`src/rtl/phase_accumulator_if.sv`:
```
// Configuration write channel for the phase accumulator.
// Ports: cfg_valid/cfg_sel/cfg_data from master, cfg_ready from slave.
interface phase_accumulator_if #(
  parameter int ACC_W = 32
);
  logic             cfg_valid;
  logic             cfg_ready;
  logic [1:0]       cfg_sel;
  logic [ACC_W-1:0] cfg_data;

  modport master (
    output cfg_valid, cfg_sel, cfg_data,
    input  cfg_ready
  );

  modport slave (
    input  cfg_valid, cfg_sel, cfg_data,
    output cfg_ready
  );
endinterface

```
`src/rtl/phase_accumulator.sv`:
```
// DDS phase accumulator with glitch-free FTW update and linear sweep.
// Ports: clk, rst (async high), run, sweep_en, cfg (slave),
//   amp_address, addr_valid, wrap_pulse, sweep_done, state.
module phase_accumulator #(
  parameter int ACC_W  = 32,
  parameter int ADDR_W = 10
) (
  input  logic              clk,
  input  logic              rst,
  input  logic              run,
  input  logic              sweep_en,
  phase_accumulator_if.slave cfg,
  output logic [ADDR_W-1:0] amp_address,
  output logic              addr_valid,
  output logic              wrap_pulse,
  output logic              sweep_done,
  output logic [1:0]        state
);

  typedef enum logic [1:0] {
    IDLE  = 2'd0,
    RUN   = 2'd1,
    SWEEP = 2'd2
  } state_t;

  state_t st_q, st_d;

  logic [ACC_W-1:0] acc;
  logic [ACC_W-1:0] ftw_active;
  logic [ACC_W-1:0] ftw_pending;
  logic [ACC_W-1:0] phase_off;
  logic [ACC_W-1:0] sweep_step;
  logic [ACC_W-1:0] sweep_limit;
  logic             pend;
  logic             sen_q;

  logic [ACC_W:0]    sum;
  logic [ACC_W-1:0]  acc_nx;
  logic              wrap;
  logic [ACC_W-1:0]  off_sum;
  logic [ADDR_W-1:0] addr_nx;
  logic [ACC_W:0]    ssum;
  logic [ACC_W-1:0]  sw_ftw;
  logic              active;
  logic              wr;

  logic ld_pend;
  logic sw_ld;
  logic done_d;

  assign state = st_q;

  assign active  = (st_q != IDLE);
  assign sum     = {1'b0, acc} + {1'b0, ftw_active};
  assign acc_nx  = sum[ACC_W-1:0];
  assign wrap    = sum[ACC_W];
  assign off_sum = acc_nx + phase_off;
  assign addr_nx = ADDR_W'(off_sum >> (ACC_W - ADDR_W));

  // Saturating sweep increment, one extra bit so the add cannot alias.
  assign ssum   = {1'b0, ftw_active} + {1'b0, sweep_step};
  assign sw_ftw = (ssum >= {1'b0, sweep_limit}) ?
                  sweep_limit : ssum[ACC_W-1:0];

  assign cfg.cfg_ready = ~rst & ~pend;
  assign wr = cfg.cfg_valid & cfg.cfg_ready;

  always_comb begin
    st_d    = st_q;
    ld_pend = 1'b0;
    sw_ld   = 1'b0;
    done_d  = 1'b0;
    unique case (st_q)
      IDLE: begin
        if (run)
          st_d = sweep_en ? SWEEP : RUN;
      end
      RUN: begin
        if (!run) begin
          st_d    = IDLE;
          ld_pend = pend;
        end else begin
          ld_pend = wrap & pend;
          if (sweep_en && !sen_q)
            st_d = SWEEP;
        end
      end
      SWEEP: begin
        if (!run) begin
          st_d    = IDLE;
          ld_pend = pend;
        end else begin
          // A pending FTW beats the sweep step at the same wrap.
          if (wrap && pend) begin
            ld_pend = 1'b1;
          end else if (wrap && sweep_en) begin
            sw_ld = 1'b1;
            if (sw_ftw == sweep_limit) begin
              done_d = 1'b1;
              st_d   = RUN;
            end
          end
          if (!sweep_en)
            st_d = RUN;
        end
      end
      default: st_d = IDLE;
    endcase
  end

  always_ff @(posedge clk or posedge rst) begin
    if (rst) begin
      st_q        <= IDLE;
      sen_q       <= 1'b0;
      acc         <= '0;
      ftw_active  <= '0;
      ftw_pending <= '0;
      phase_off   <= '0;
      sweep_step  <= '0;
      sweep_limit <= '0;
      pend        <= 1'b0;
      amp_address <= '0;
      addr_valid  <= 1'b0;
      wrap_pulse  <= 1'b0;
      sweep_done  <= 1'b0;
    end else begin
      st_q       <= st_d;
      sen_q      <= sweep_en;
      addr_valid <= active;
      sweep_done <= done_d;

      if (active) begin
        acc         <= run ? acc_nx : '0;
        amp_address <= addr_nx;
        wrap_pulse  <= wrap;
      end else begin
        acc        <= '0;
        wrap_pulse <= 1'b0;
      end

      if (ld_pend) begin
        ftw_active <= ftw_pending;
        pend       <= 1'b0;
      end else if (sw_ld) begin
        ftw_active <= sw_ftw;
      end

      if (wr) begin
        unique case (cfg.cfg_sel)
          2'd0: begin
            if (!active) begin
              ftw_active <= cfg.cfg_data;
            end else begin
              ftw_pending <= cfg.cfg_data;
              pend        <= 1'b1;
            end
          end
          2'd1: phase_off   <= cfg.cfg_data;
          2'd2: sweep_step  <= cfg.cfg_data;
          2'd3: sweep_limit <= cfg.cfg_data;
          default: ;
        endcase
      end
    end
  end

endmodule

```
`src/flat_wrapper.sv`:
```
// flat-port wrapper written by rule: the top's interface ports become plain ports
module phase_accumulator_flat 
#(
  parameter int ACC_W  = 32,
  parameter int ADDR_W = 10
)
  (clk, rst, run, sweep_en, amp_address, addr_valid, wrap_pulse, sweep_done, state, cfg_cfg_valid, cfg_cfg_sel, cfg_cfg_data, cfg_cfg_ready);
  phase_accumulator_if #(.ACC_W(ACC_W)) cfg_i ();
  input  logic clk;
  input  logic rst;
  input  logic run;
  input  logic sweep_en;
  output logic [ADDR_W-1:0] amp_address;
  output logic addr_valid;
  output logic wrap_pulse;
  output logic sweep_done;
  output logic [1:0] state;
  input wire logic [$bits(cfg_i.cfg_valid)-1:0] cfg_cfg_valid;
  input wire logic [$bits(cfg_i.cfg_sel)-1:0] cfg_cfg_sel;
  input wire logic [$bits(cfg_i.cfg_data)-1:0] cfg_cfg_data;
  output wire logic [$bits(cfg_i.cfg_ready)-1:0] cfg_cfg_ready;
  assign cfg_i.cfg_valid = cfg_cfg_valid;
  assign cfg_i.cfg_sel = cfg_cfg_sel;
  assign cfg_i.cfg_data = cfg_cfg_data;
  assign cfg_cfg_ready = cfg_i.cfg_ready;
  phase_accumulator #(.ACC_W(ACC_W), .ADDR_W(ADDR_W)) u_core (.clk(clk), .rst(rst), .run(run), .sweep_en(sweep_en), .cfg(cfg_i), .amp_address(amp_address), .addr_valid(addr_valid), .wrap_pulse(wrap_pulse), .sweep_done(sweep_done), .state(state));
endmodule
```
`config.mk`:
```
export PLATFORM = sky130hd
export DESIGN_NAME = phase_accumulator_flat
export DESIGN_NICKNAME = d
export VERILOG_FILES = /design/src/rtl/phase_accumulator_if.sv /design/src/rtl/phase_accumulator.sv /design/src/flat_wrapper.sv
export SDC_FILE = /design/constraint.sdc
export NUM_CORES = 1
export LEC_CHECK = 0
export CAP_MARGIN = 15
export CORE_MARGIN = 3
export CORE_UTILIZATION = 67
export CTS_BUF_LIST = sky130_fd_sc_hd__clkbuf_4 sky130_fd_sc_hd__clkbuf_8 sky130_fd_sc_hd__clkbuf_16
export DETAILED_ROUTE_END_ITERATION = 8
export PLACE_DENSITY = 0.86
export SLEW_MARGIN = 20
export SYNTH_ARGS = -nofsm -noshare
export SYNTH_HDL_FRONTEND = slang
export SYNTH_SLANG_ARGS = --single-unit
```
`constraint.sdc`:
```
create_clock -name clk -period 13 [get_ports clk]
set_clock_uncertainty 0.15 [all_clocks]
set_input_delay 3.9 -clock clk [delete_from_list [all_inputs] [get_ports clk]]
set_output_delay 3.9 -clock clk [all_outputs]
set_load 0.05 [all_outputs]
```
==> summary.md, run 1 <==
| Metric | Value |
|---|---|
| Worst path bufs/invs | 2 |
| CP required | 8.95 ns |
| Most frequent cells in the layout | dfrtp_1 (209), ha_1 (130), mux2_2 (129) |
| Largest stage delay, worst path | 0.83 ns |
| Clock H-tree levels | 1 |
| Core area | 21200 sq um |
| Fmax | 105 MHz |
| Vias in the first global route | 12204 |
| Crit Path Max Fanout | 3 |
| Syn Inst Count | 1501 |
| Endpoints failing hold | 0 |
| Area delta synth->final | 10.7% |
| CTS tree | yes |
| Clock Tree Buf Depth | 3 |
| Number of enable flip-flop cells after synthesis | 0 |
| Synthesized net count | 1672 |
| Critical Path End Type | primary output |
| Initial DRC count | 1238 |
| Worst slew pin tran | 0.987 ns |
| First-pass GRT wire length | 66.4 mm |
| Hold WC Path Type | flip-flop to flip-flop |
| Post-Syn Area | 14600 sq um |
| Cell family with most CP delay | buffers and inverters |
| GR Util All Layers | 34.9% |
| Syn Area/Cell | 9.71 sq um |
| WL per Instance | 22.9 um |
| Hold-fix buffers at CTS | 0 |
| Post-synthesis sequential area ratio | 35.9% |
| Worst-path cell chain | clkdlybuf4s50_1, nor2_1, clkdlybuf4s50_1 |
| Period Utilization, post-route | 73.1% |
| Final ANT Viol Nets | 0 |
| Placed Cells | 1777 |
| Vias per Instance | 6.80 |
| Top FF cell, synth | dfrtp_1 |
| Total congestion overflow | 0 |
| Initial antenna violation count | 0 |
| Post_cts resized | 0 |
| Setup TNS | 0 ns |
| CP Launch Type | input port |
| Crit path DAT | 5.46 ns |
| Routed wire length | 41.6 mm |
| CTS Sinks | 209 |
| IO buf count | 54 |
| Router iterations before antenna repair | 5 |
| RSZ-0062 raised after global routing | no |
| RePlAce Congestion | 0.977 |
| Non-filler cells, final | 1820 |
| Slowest stage cell, crit path | clkdlybuf4s50_1 |
| Largest net degree at the start of global routing | 141 |
| Period minus WS final | 9.51 ns |
| Slew margin rel. | 33.8% |
| Layout cells sized above 1 | 13.3% |
| Die area | 23600 sq um |
| Worst-path clk slew | 0.06 ns |
| Yosys cell types | 82 |
| Drt drc | 0 |
| Yosys Warn Count | 0 |
| Post-CTS Setup Inserts | 0 |
| Root Buffer | clkbuf_16 |
| Routed via count | 12380 |
| # fillers | 1462 |
| #FFs+latches synth | 209 |
| Clock insertion delay at the later pin of the skew report | 0.55 ns |
| Die W | 154 um |
| Crit path kind | input port to primary output |
| Most common cell after layout, fill and taps aside | dfrtp_1 |
| Maximum Capacitance Violations | 0 |
| Initial Util | 68.7% |
| Slew Viols, Final | 0 |
| Die H | 154 um |
| Critical path's most frequent cell | clkdlybuf4s50_1 |
| Number of CTS-inserted buffers | 24 |
| Final nets | 1699 |
| Num rows | 53 |
| HPWL after detailed placement | 30.8 mm |
| Inserted Diodes | 0 |
| Io pins | 55 |
| Asr flop ratio synth | 100% |
| Setup-failing EPs final | 0 |
| Status | finished clean |
## stage by stage
step	utilization, %	setup slack (ns)	hold WS [ns]	instance area [sq um]
after detailed placement	72.3	3.49	0.329	15300
after CTS	76.1	3.48	0.346	16100
after global routing	76.1	3.43	0.375	16100
final	76.1	3.49	0.341	16100
after global placement	72.3	3.51	0.319	15300
after floorplan	-	3.24	0.316	14600
## metal layers
metal / track usage, % / vias up / share of wire, %
li1: - / 5642 / -
met1: 51.3 / 6044 / 43
met2: 53.6 / 608 / 44
met3: 6.78 / 86 / 10
met4: 9.50 / 0 / 2.5
met5: 0 / - / 0
## layout make-up
class | instances | area, sq um | share of cell area [%]
clock buffer | 32 | 692 | 4.29
tap | 275 | 344 | 2.13
timing repair buffer | 65 | 623 | 3.86
clock inverter | 11 | 118 | 0.728
inverter | 58 | 225 | 1.39
sequential | 209 | 5230 | 32.4
multi-input combinational | 1170 | 8910 | 55.2
## final timing paths
| kind | startpoint | end | slack, ns | cells after the start |
|---|---|---|---|---|
| max in group asynchronous | rst | u_core.sweep_step[18] | 7.30 | 3 |
| setup / recovery | rst | cfg_cfg_ready | 3.49 | 3 |
| hold / removal | u_core.amp_address[1] | u_core.amp_address[1] | 0.34 | 2 |
| min in group asynchronous | rst | u_core.ftw_pending[30] | 3.82 | 2 |
| setup reg to reg | u_core.ftw_active[0] | u_core.amp_address[9] | 6.38 | 23 |
| hold reg to reg | u_core.amp_address[1] | u_core.amp_address[1] | 0.34 | 2 |
## sequential cells by signal, summed over array words and instances, names as in the netlist
name and flops:
u_core.acc 32, u_core.sweep_done 1, u_core.state 2, u_core.amp_address 10, u_core.sweep_step 32, u_core.sen_q 1, u_core.pend 1, u_core.ftw_active 32
u_core.ftw_pending 32, u_core.wrap_pulse 1, u_core.phase_off 32, u_core.addr_valid 1, u_core.sweep_limit 32
## kinds of logic after synthesis
| group | share of synthesized area (%) |
|---|---|
| fa+ha+maj | 11.4 |
| simple gates | 13.1 |
| compound gates | 20.1 |
| flops | 35.9 |
| xor+xnor | 5.40 |
| mux | 10.9 |
| buf+inv | 3.26 |
## Yosys cell counts (all sizes together), types with 9 or more instances
cell type	n	area (sq um)
dfrtp	209	5230
ha	130	1630
mux2	130	1460
nand2	117	439
a21oi	99	507
o21ai	78	390
nor2	68	255
a21o	60	450
inv	58	218
clkbuf	52	195
o211ai	50	375
xnor2	46	403
and2	40	250
xor2	31	272
a22oi	29	218
nand3	28	140
nand4	26	163
nor3	26	130
and3	16	100
o21a	13	97.6
buf	12	62.6
mux2i	12	120
o21bai	12	90.1
a31oi	11	68.8
or3	11	68.8
or4	11	82.6
nor2b	9	56.3
## worst reg2reg max path: stages (launching register included)
cell and delay, ns:
dfrtp_1 0.41, ha_1 0.27, fa_1 0.47, a21o_1 0.21, a211o_1 0.32, a2111oi_0 0.65
nor2_1 0.22, a31oi_1 0.35, o21ai_0 0.21, a21o_1 0.22, a21oi_1 0.18, xnor2_1 0.17
ha_1 0.31, a21oi_1 0.15, o21ai_0 0.10, a221o_1 0.33, a21oi_1 0.23, o21ai_0 0.20
o2111ai_1 0.21, nand3_1 0.15, o41ai_1 0.51, xnor2_1 0.15, or3_1 0.32, nand3_1 0.07
Power of run 1 is left out: the tool's default activity adds up to more than one toggle a clock period on the data nets, which glitch-free logic cannot reach.
==> run 2, diff against run 1 <==
--- a/config.mk
+++ b/config.mk
@@ -7,10 +7,10 @@
 export LEC_CHECK = 0
 export CAP_MARGIN = 15
 export CORE_MARGIN = 3
-export CORE_UTILIZATION = 67
+export CORE_UTILIZATION = 63
 export CTS_BUF_LIST = sky130_fd_sc_hd__clkbuf_4 sky130_fd_sc_hd__clkbuf_8 sky130_fd_sc_hd__clkbuf_16
 export DETAILED_ROUTE_END_ITERATION = 8
-export PLACE_DENSITY = 0.86
+export PLACE_DENSITY = 0.82
 export SLEW_MARGIN = 20
 export SYNTH_ARGS = -nofsm -noshare
 export SYNTH_HDL_FRONTEND = slang
==> constraint.sdc (replaced) <==
create_clock -name clk -period 9.4 [get_ports clk]
set_clock_uncertainty 0.15 [all_clocks]
set_input_delay 2.82 -clock clk [delete_from_list [all_inputs] [get_ports clk]]
set_output_delay 2.82 -clock clk [all_outputs]
set_load 0.05 [all_outputs]
==> summary.md, run 2 (same netlist as run 1, synthesis figures left out) <==
| Metric | Value |
|---|---|
| CP required | 6.43 ns (was 8.95 ns) |
| Crit path kind | input port to primary output (unchanged) |
| Io pins | 55 (unchanged) |
| Die H | 158 um (was 154 um) |
| DP Area | 15300 sq um (about the same) |
| Number of CTS-inserted buffers | 25 (was 24) |
| Critical Path End Type | primary output (unchanged) |
| Most common cell after layout, fill and taps aside | dfrtp_1 (unchanged) |
| Slowest stage cell, crit path | clkdlybuf4s50_1 (unchanged) |
| Die area | 25000 sq um (was 23600 sq um) |
| Vias in the first global route | 12088 (was 12204) |
| Slew Viols, Final | 0 (unchanged) |
| IO buf count | 54 (unchanged) |
| Core area | 22700 sq um (was 21200 sq um) |
| Root Buffer | clkbuf_16 (unchanged) |
| Initial antenna violation count | 0 (unchanged) |
| Initial Util | 64.2% (was 68.7%) |
| Post-CTS Setup Inserts | 0 (unchanged) |
| Worst-path clk slew | 0.06 ns (about the same) |
| Total congestion overflow | 0 (unchanged) |
| Inserted Diodes | 0 (unchanged) |
| Endpoints failing hold | 0 (unchanged) |
| Clock H-tree levels | 1 (unchanged) |
| Final instance area | 16300 sq um (was 16100 sq um) |
| CP Launch Type | input port (unchanged) |
| Routed via count | 12390 (was 12380) |
| CTS tree | yes (unchanged) |
| Maximum Capacitance Violations | 0 (unchanged) |
| Final ANT Viol Nets | 0 (unchanged) |
| Post_cts resized | 0 (unchanged) |
| Critical path's most frequent cell | clkdlybuf4s50_1 (unchanged) |
| First-pass GRT wire length | 65.4 mm (was 66.4 mm) |
| Fmax | 136 MHz |
| FF-to-FF Start | u_core.ftw_active[0] (unchanged) |
| RePlAce Congestion | 0.979 (was 0.977) |
| Area delta synth->final | 11.6% (was 10.7%) |
| Final nets | 1701 (was 1699) |
| CTS Sinks | 209 (unchanged) |
| Final hold slack | 0.330 ns (was 0.341 ns) |
| Setup ws final | 2.06 ns (was 3.49 ns) |
| Clock Tree Buf Depth | 3 (unchanged) |
| Largest stage delay, worst path | 0.84 ns (was 0.83 ns) |
| Num rows | 55 (was 53) |
| Layout cells sized above 1 | 13.6% (was 13.3%) |
| RSZ-0062 raised after global routing | no (unchanged) |
| Hold-fix buffers at CTS | 0 (unchanged) |
| HPWL after detailed placement | 30.2 mm (was 30.8 mm) |
| Most frequent cells in the layout | dfrtp_1 (209), ha_1 (130), mux2_2 (129) (unchanged) |
| Crit path launch | rst (unchanged) |
| Status | finished clean (unchanged) |
| Drt drc | 0 (unchanged) |
| Setup-failing EPs final | 0 (unchanged) |
| Crit Path Max Fanout | 3 (unchanged) |
| Clock insertion delay at the later pin of the skew report | 0.56 ns (was 0.55 ns) |
| Hold WC Path Type | flip-flop to flip-flop (unchanged) |
| Place WS | 2.06 ns (was 3.49 ns) |
| Worst-path cell chain | clkdlybuf4s50_1, nor2_1, clkdlybuf4s50_1 (unchanged) |
| Routed wire length | 41.8 mm (was 41.6 mm) |
| Hold wc startpoint | u_core.amp_address[7] (was u_core.amp_address[1]) |
| GR Util All Layers | 33.3% (was 34.9%) |
| Die W | 158 um (was 154 um) |
| Setup TNS | 0 ns (unchanged) |
| WL per Instance | 22.8 um (was 22.9 um) |
| Worst slew pin tran | 0.897 ns (was 0.987 ns) |
| Router iterations before antenna repair | 7 (was 5) |
| Period Utilization, post-route | 78.1% |
| Slew margin rel. | 40.2% (was 33.8%) |
| Crit path DAT | 4.37 ns (was 5.46 ns) |
| Initial DRC count | 1249 (was 1238) |
| Vias per Instance | 6.76 (was 6.80) |
| Period minus WS final | 7.34 ns |
| Largest net degree at the start of global routing | 152 (was 141) |
## run 2: cell types whose count changed in the layout (fill, tap and decap cells not counted), sizes merged
cell / previous run / this run
buf: 11 / 12
inv: 59 / 62
clkinv: 7 / 8
clkinvlp: 2 / 1
clkbuf: 32 / 28
bufinv: 1 / 5
## run 2: worst paths after layout
| path | endpoint | slack (ns) | cells after the start |
|---|---|---|---|
| max | cfg_cfg_ready | 2.06 | 3 |
| min | u_core.amp_address[7] | 0.33 | 2 |
| max reg2reg | u_core.amp_address[9] | 2.89 | 23 |
| min reg2reg | u_core.amp_address[7] | 0.33 | 2 |
| max in group asynchronous | u_core.sweep_limit[5] | 4.89 | 4 |
| min in group asynchronous | u_core.state[0] | 2.65 | 2 |
## run 2: final cells by class
class                           instances  area (sq um)
Multi-Input combinational cell       1170          8910
Fill cell                            1645          6430
Sequential cell                       209          5230
Timing Repair Buffer                   66           651
Clock buffer                           28           654
Inverter                               58           225
Clock inverter                         18           246
Tap cell                              285           357
## run 2: per-stage QoR
| stage | utilization (%) | cells |
|---|---|---|
| 2_1_floorplan | - | 1501 |
| 3_3_place_gp | 67.6 | 1787 |
| 3_5_place_dp | 67.6 | 1787 |
| 4_1_cts | 71.6 | 1833 |
| 5_1_grt | 71.7 | 1834 |
| 6_report | 71.7 | 1834 |
## run 2: critical path, delay by kind of cell
| kind | cells | cell delay, ns |
|---|---|---|
| buf+inv | 2 | 1.35 |
| simple gates | 1 | 0.20 |
## run 2: per-layer routing
layer  global-route usage (%)  vias to the layer above  share of wire (%)
met3                     7.63                       99                9.8
li1                         -                     5655                  -
met4                     11.2                        0                3.7
met5                        0                        -                  0
met2                     49.2                      589                 43
met1                     48.6                     6047                 44
Power of run 2 is left out for the same reason.
==> run 3, diff against run 2 <==
--- a/config.mk
+++ b/config.mk
@@ -7,10 +7,10 @@
 export LEC_CHECK = 0
 export CAP_MARGIN = 15
 export CORE_MARGIN = 3
-export CORE_UTILIZATION = 63
+export CORE_UTILIZATION = 57
 export CTS_BUF_LIST = sky130_fd_sc_hd__clkbuf_4 sky130_fd_sc_hd__clkbuf_8 sky130_fd_sc_hd__clkbuf_16
 export DETAILED_ROUTE_END_ITERATION = 8
-export PLACE_DENSITY = 0.82
+export PLACE_DENSITY = 0.78
 export SLEW_MARGIN = 20
 export SYNTH_ARGS = -nofsm -noshare
 export SYNTH_HDL_FRONTEND = slang
==> constraint.sdc (replaced) <==
create_clock -name clk -period 6.4 [get_ports clk]
set_clock_uncertainty 0.15 [all_clocks]
set_input_delay 1.92 -clock clk [delete_from_list [all_inputs] [get_ports clk]]
set_output_delay 1.92 -clock clk [all_outputs]
set_load 0.05 [all_outputs]
==> summary.md, run 3 (same netlist as run 1, synthesis figures left out) <==
| Metric | Value |
|---|---|
| Slew margin rel. | 40.1% (was 40.2%) |
| Clock insertion delay at the later pin of the skew report | 0.54 ns (was 0.56 ns) |
| Number of CTS-inserted buffers | 23 (was 25) |
| Met3 Use GR | 5.17% (was 7.63%) |
| Met2 Use GR | 44.1% (was 49.2%) |
| WHS Endpoint | u_core.amp_address[7] (unchanged) |
| Clock H-tree levels | 1 (unchanged) |
| Clock Tree Buf Depth | 3 (unchanged) |
| Total congestion overflow | 0 (unchanged) |
| Core area | 24700 sq um (was 22700 sq um) |
| IO buf count | 54 (unchanged) |
| Die H | 166 um (was 158 um) |
| Vias per Instance | 6.56 (was 6.76) |
| RePlAce Congestion | 0.939 (was 0.979) |
| Most frequent cells in the layout | dfrtp_1 (209), ha_1 (130), mux2_2 (129) (unchanged) |
| CTS tree | yes (unchanged) |
| GR Util All Layers | 29.5% (was 33.3%) |
| Initial Util | 58.9% (was 64.2%) |
| Final ANT Viol Nets | 0 (unchanged) |
| Worst slew pin tran | 0.897 ns (about the same) |
| Worst r2r dst | u_core.amp_address[9] (unchanged) |
| Root Buffer | clkbuf_16 (unchanged) |
| Hold Path Depth | 2 (unchanged) |
| CP Launch Type | flip-flop (was input port) |
| Die area | 27500 sq um (was 25000 sq um) |
| Maximum Capacitance Violations | 0 (unchanged) |
| Period Utilization, post-route | 93.8% |
| Endpoints failing hold | 0 (unchanged) |
| Area delta synth->final | 11.3% (was 11.6%) |
| Fin util | 65.6% (was 71.7%) |
| Largest net degree at the start of global routing | 64 (was 152) |
| Crit path kind | flip-flop to flip-flop (was input port to primary output) |
| Final nets | 1705 (was 1701) |
| Inserted Diodes | 0 (unchanged) |
| Setup-failing EPs final | 0 (unchanged) |
| # fillers | 1931 (was 1645) |
| WL per Instance | 22.1 um (was 22.8 um) |
| Routed wire length | 41.5 mm (was 41.8 mm) |
| Hold-fix buffers at CTS | 0 (unchanged) |
| Fmax | 166 MHz |
| First-pass GRT wire length | 66.3 mm (was 65.4 mm) |
| Period minus WS final | 6.01 ns |
| Worst reg2reg path depth | 23 (unchanged) |
| Router iterations before antenna repair | 5 (was 7) |
| Initial antenna violation count | 1 (was 0) |
| Crit path DAT | 6.31 ns (was 4.37 ns) |
| HPWL after detailed placement | 30.9 mm (was 30.2 mm) |
| Crit path launch | u_core.ftw_active[0] (was rst) |
| Reg2reg setup slack | 0.39 ns (was 2.89 ns) |
| Die W | 166 um (was 158 um) |
| Critical Path End Type | flip-flop (was primary output) |
| Io pins | 55 (unchanged) |
| CTS Sinks | 209 (unchanged) |
| Slew Viols, Final | 0 (unchanged) |
| Most used routing layer | met1 (was met2) |
| FF-to-FF Start | u_core.ftw_active[0] (unchanged) |
| Crit Path Max Fanout | 4 (was 3) |
| Initial DRC count | 1136 (was 1249) |
| CP required | 6.71 ns (was 6.43 ns) |
| Status | finished clean (unchanged) |
| Layout cells sized above 1 | 13.8% (was 13.6%) |
| Drt drc | 0 (unchanged) |
| Hold wc startpoint | u_core.amp_address[7] (unchanged) |
| Num rows | 57 (was 55) |
| Most common cell after layout, fill and taps aside | dfrtp_1 (unchanged) |
| Worst-path clk slew | 0.06 ns (about the same) |
| Routed via count | 12292 (was 12390) |
| Met1 Resource Use GR | 44.5% (was 48.6%) |
| Hold WC Path Type | flip-flop to flip-flop (unchanged) |
| Vias in the first global route | 11884 (was 12088) |
==> run 3: cell types whose count changed in the layout (fill, tap and decap cells not counted), moves of 2 or more <==
cell | previous run | this run
buf_4 | 11 | 16
bufinv_16 | 5 | 0
clkinv_2 | 8 | 3
clkbuf_4 | 2 | 6
clkbuf_8 | 1 | 4
buf_12 | 0 | 2
clkbuf_16 | 25 | 23
clkinvlp_4 | 1 | 3
inv_6 | 2 | 0
inv_8 | 2 | 0
==> run 3: layout make-up <==
type | instances | area, sq um | share of cell area (%)
multi-input combinational | 1170 | 8940 | 55.1
sequential | 209 | 5230 | 32.2
timing repair buffer | 72 | 701 | 4.32
clock buffer | 33 | 676 | 4.16
tap | 324 | 405 | 2.50
inverter | 58 | 221 | 1.36
clock inverter | 7 | 58.8 | 0.362
==> run 3: metal layers <==
layer | up-vias | wire [um]
li1 | 5658 | -
met1 | 6057 | 19000
met2 | 496 | 17800
met3 | 79 | 3450
met4 | 2 | 1210
met5 | - | 13
==> run 3: worst max-delay path by stage <==
stage	cells after the start	slack, ns	end
3_3_place_gp	23	0.35	u_core.amp_address[9]
5_1_grt	23	-0.01	u_core.amp_address[9]
4_1_cts	23	0.04	u_core.amp_address[9]
2_1_floorplan	23	0.87	u_core.amp_address[9]
6_report	23	0.39	u_core.amp_address[9]
3_5_place_dp	23	0.18	u_core.amp_address[9]
==> run 3: through the flow <==
stage | hold WS [ns] | TNS, ns | cell area [sq um] | std cells | setup WS [ns]
5_1_grt | 0.367 | -0.0127 | 16200 | 1873 | -0.0127
4_1_cts | 0.333 | 0 | 16200 | 1872 | 0.0384
6_report | 0.333 | 0 | 16200 | 1873 | 0.394
3_3_place_gp | 0.325 | 0 | 15500 | 1832 | 0.354
2_1_floorplan | 0.316 | 0 | 14600 | 1501 | 0.873
3_5_place_dp | 0.331 | 0 | 15500 | 1832 | 0.177
==> run 3: worst max-delay path: stages (launching register included) <==
cell	delay, ns
dfrtp_1	0.41
ha_1	0.26
fa_1	0.47
a21o_1	0.22
a211o_1	0.33
a2111oi_2	0.43
nor2_1	0.16
a31oi_2	0.25
o21ai_0	0.17
a21o_1	0.21
a21oi_1	0.17
xnor2_1	0.16
ha_1	0.30
a21oi_1	0.24
o21ai_0	0.13
a221o_1	0.35
a21oi_2	0.18
o21ai_0	0.15
o2111ai_1	0.20
nand3_1	0.17
o41ai_2	0.30
xnor2_1	0.12
or3_1	0.32
nand3_1	0.07
==> run 3: repair_timing <==
| action | CTS | global route |
|---|---|---|
| setup buffers | 0 | 1 |
| gates resized for setup | 0 | 5 |
| endpoints found under the hold margin | 0 | 0 |
| endpoints found under the setup margin | 0 | 5 |
Power of run 3 is left out for the same reason.
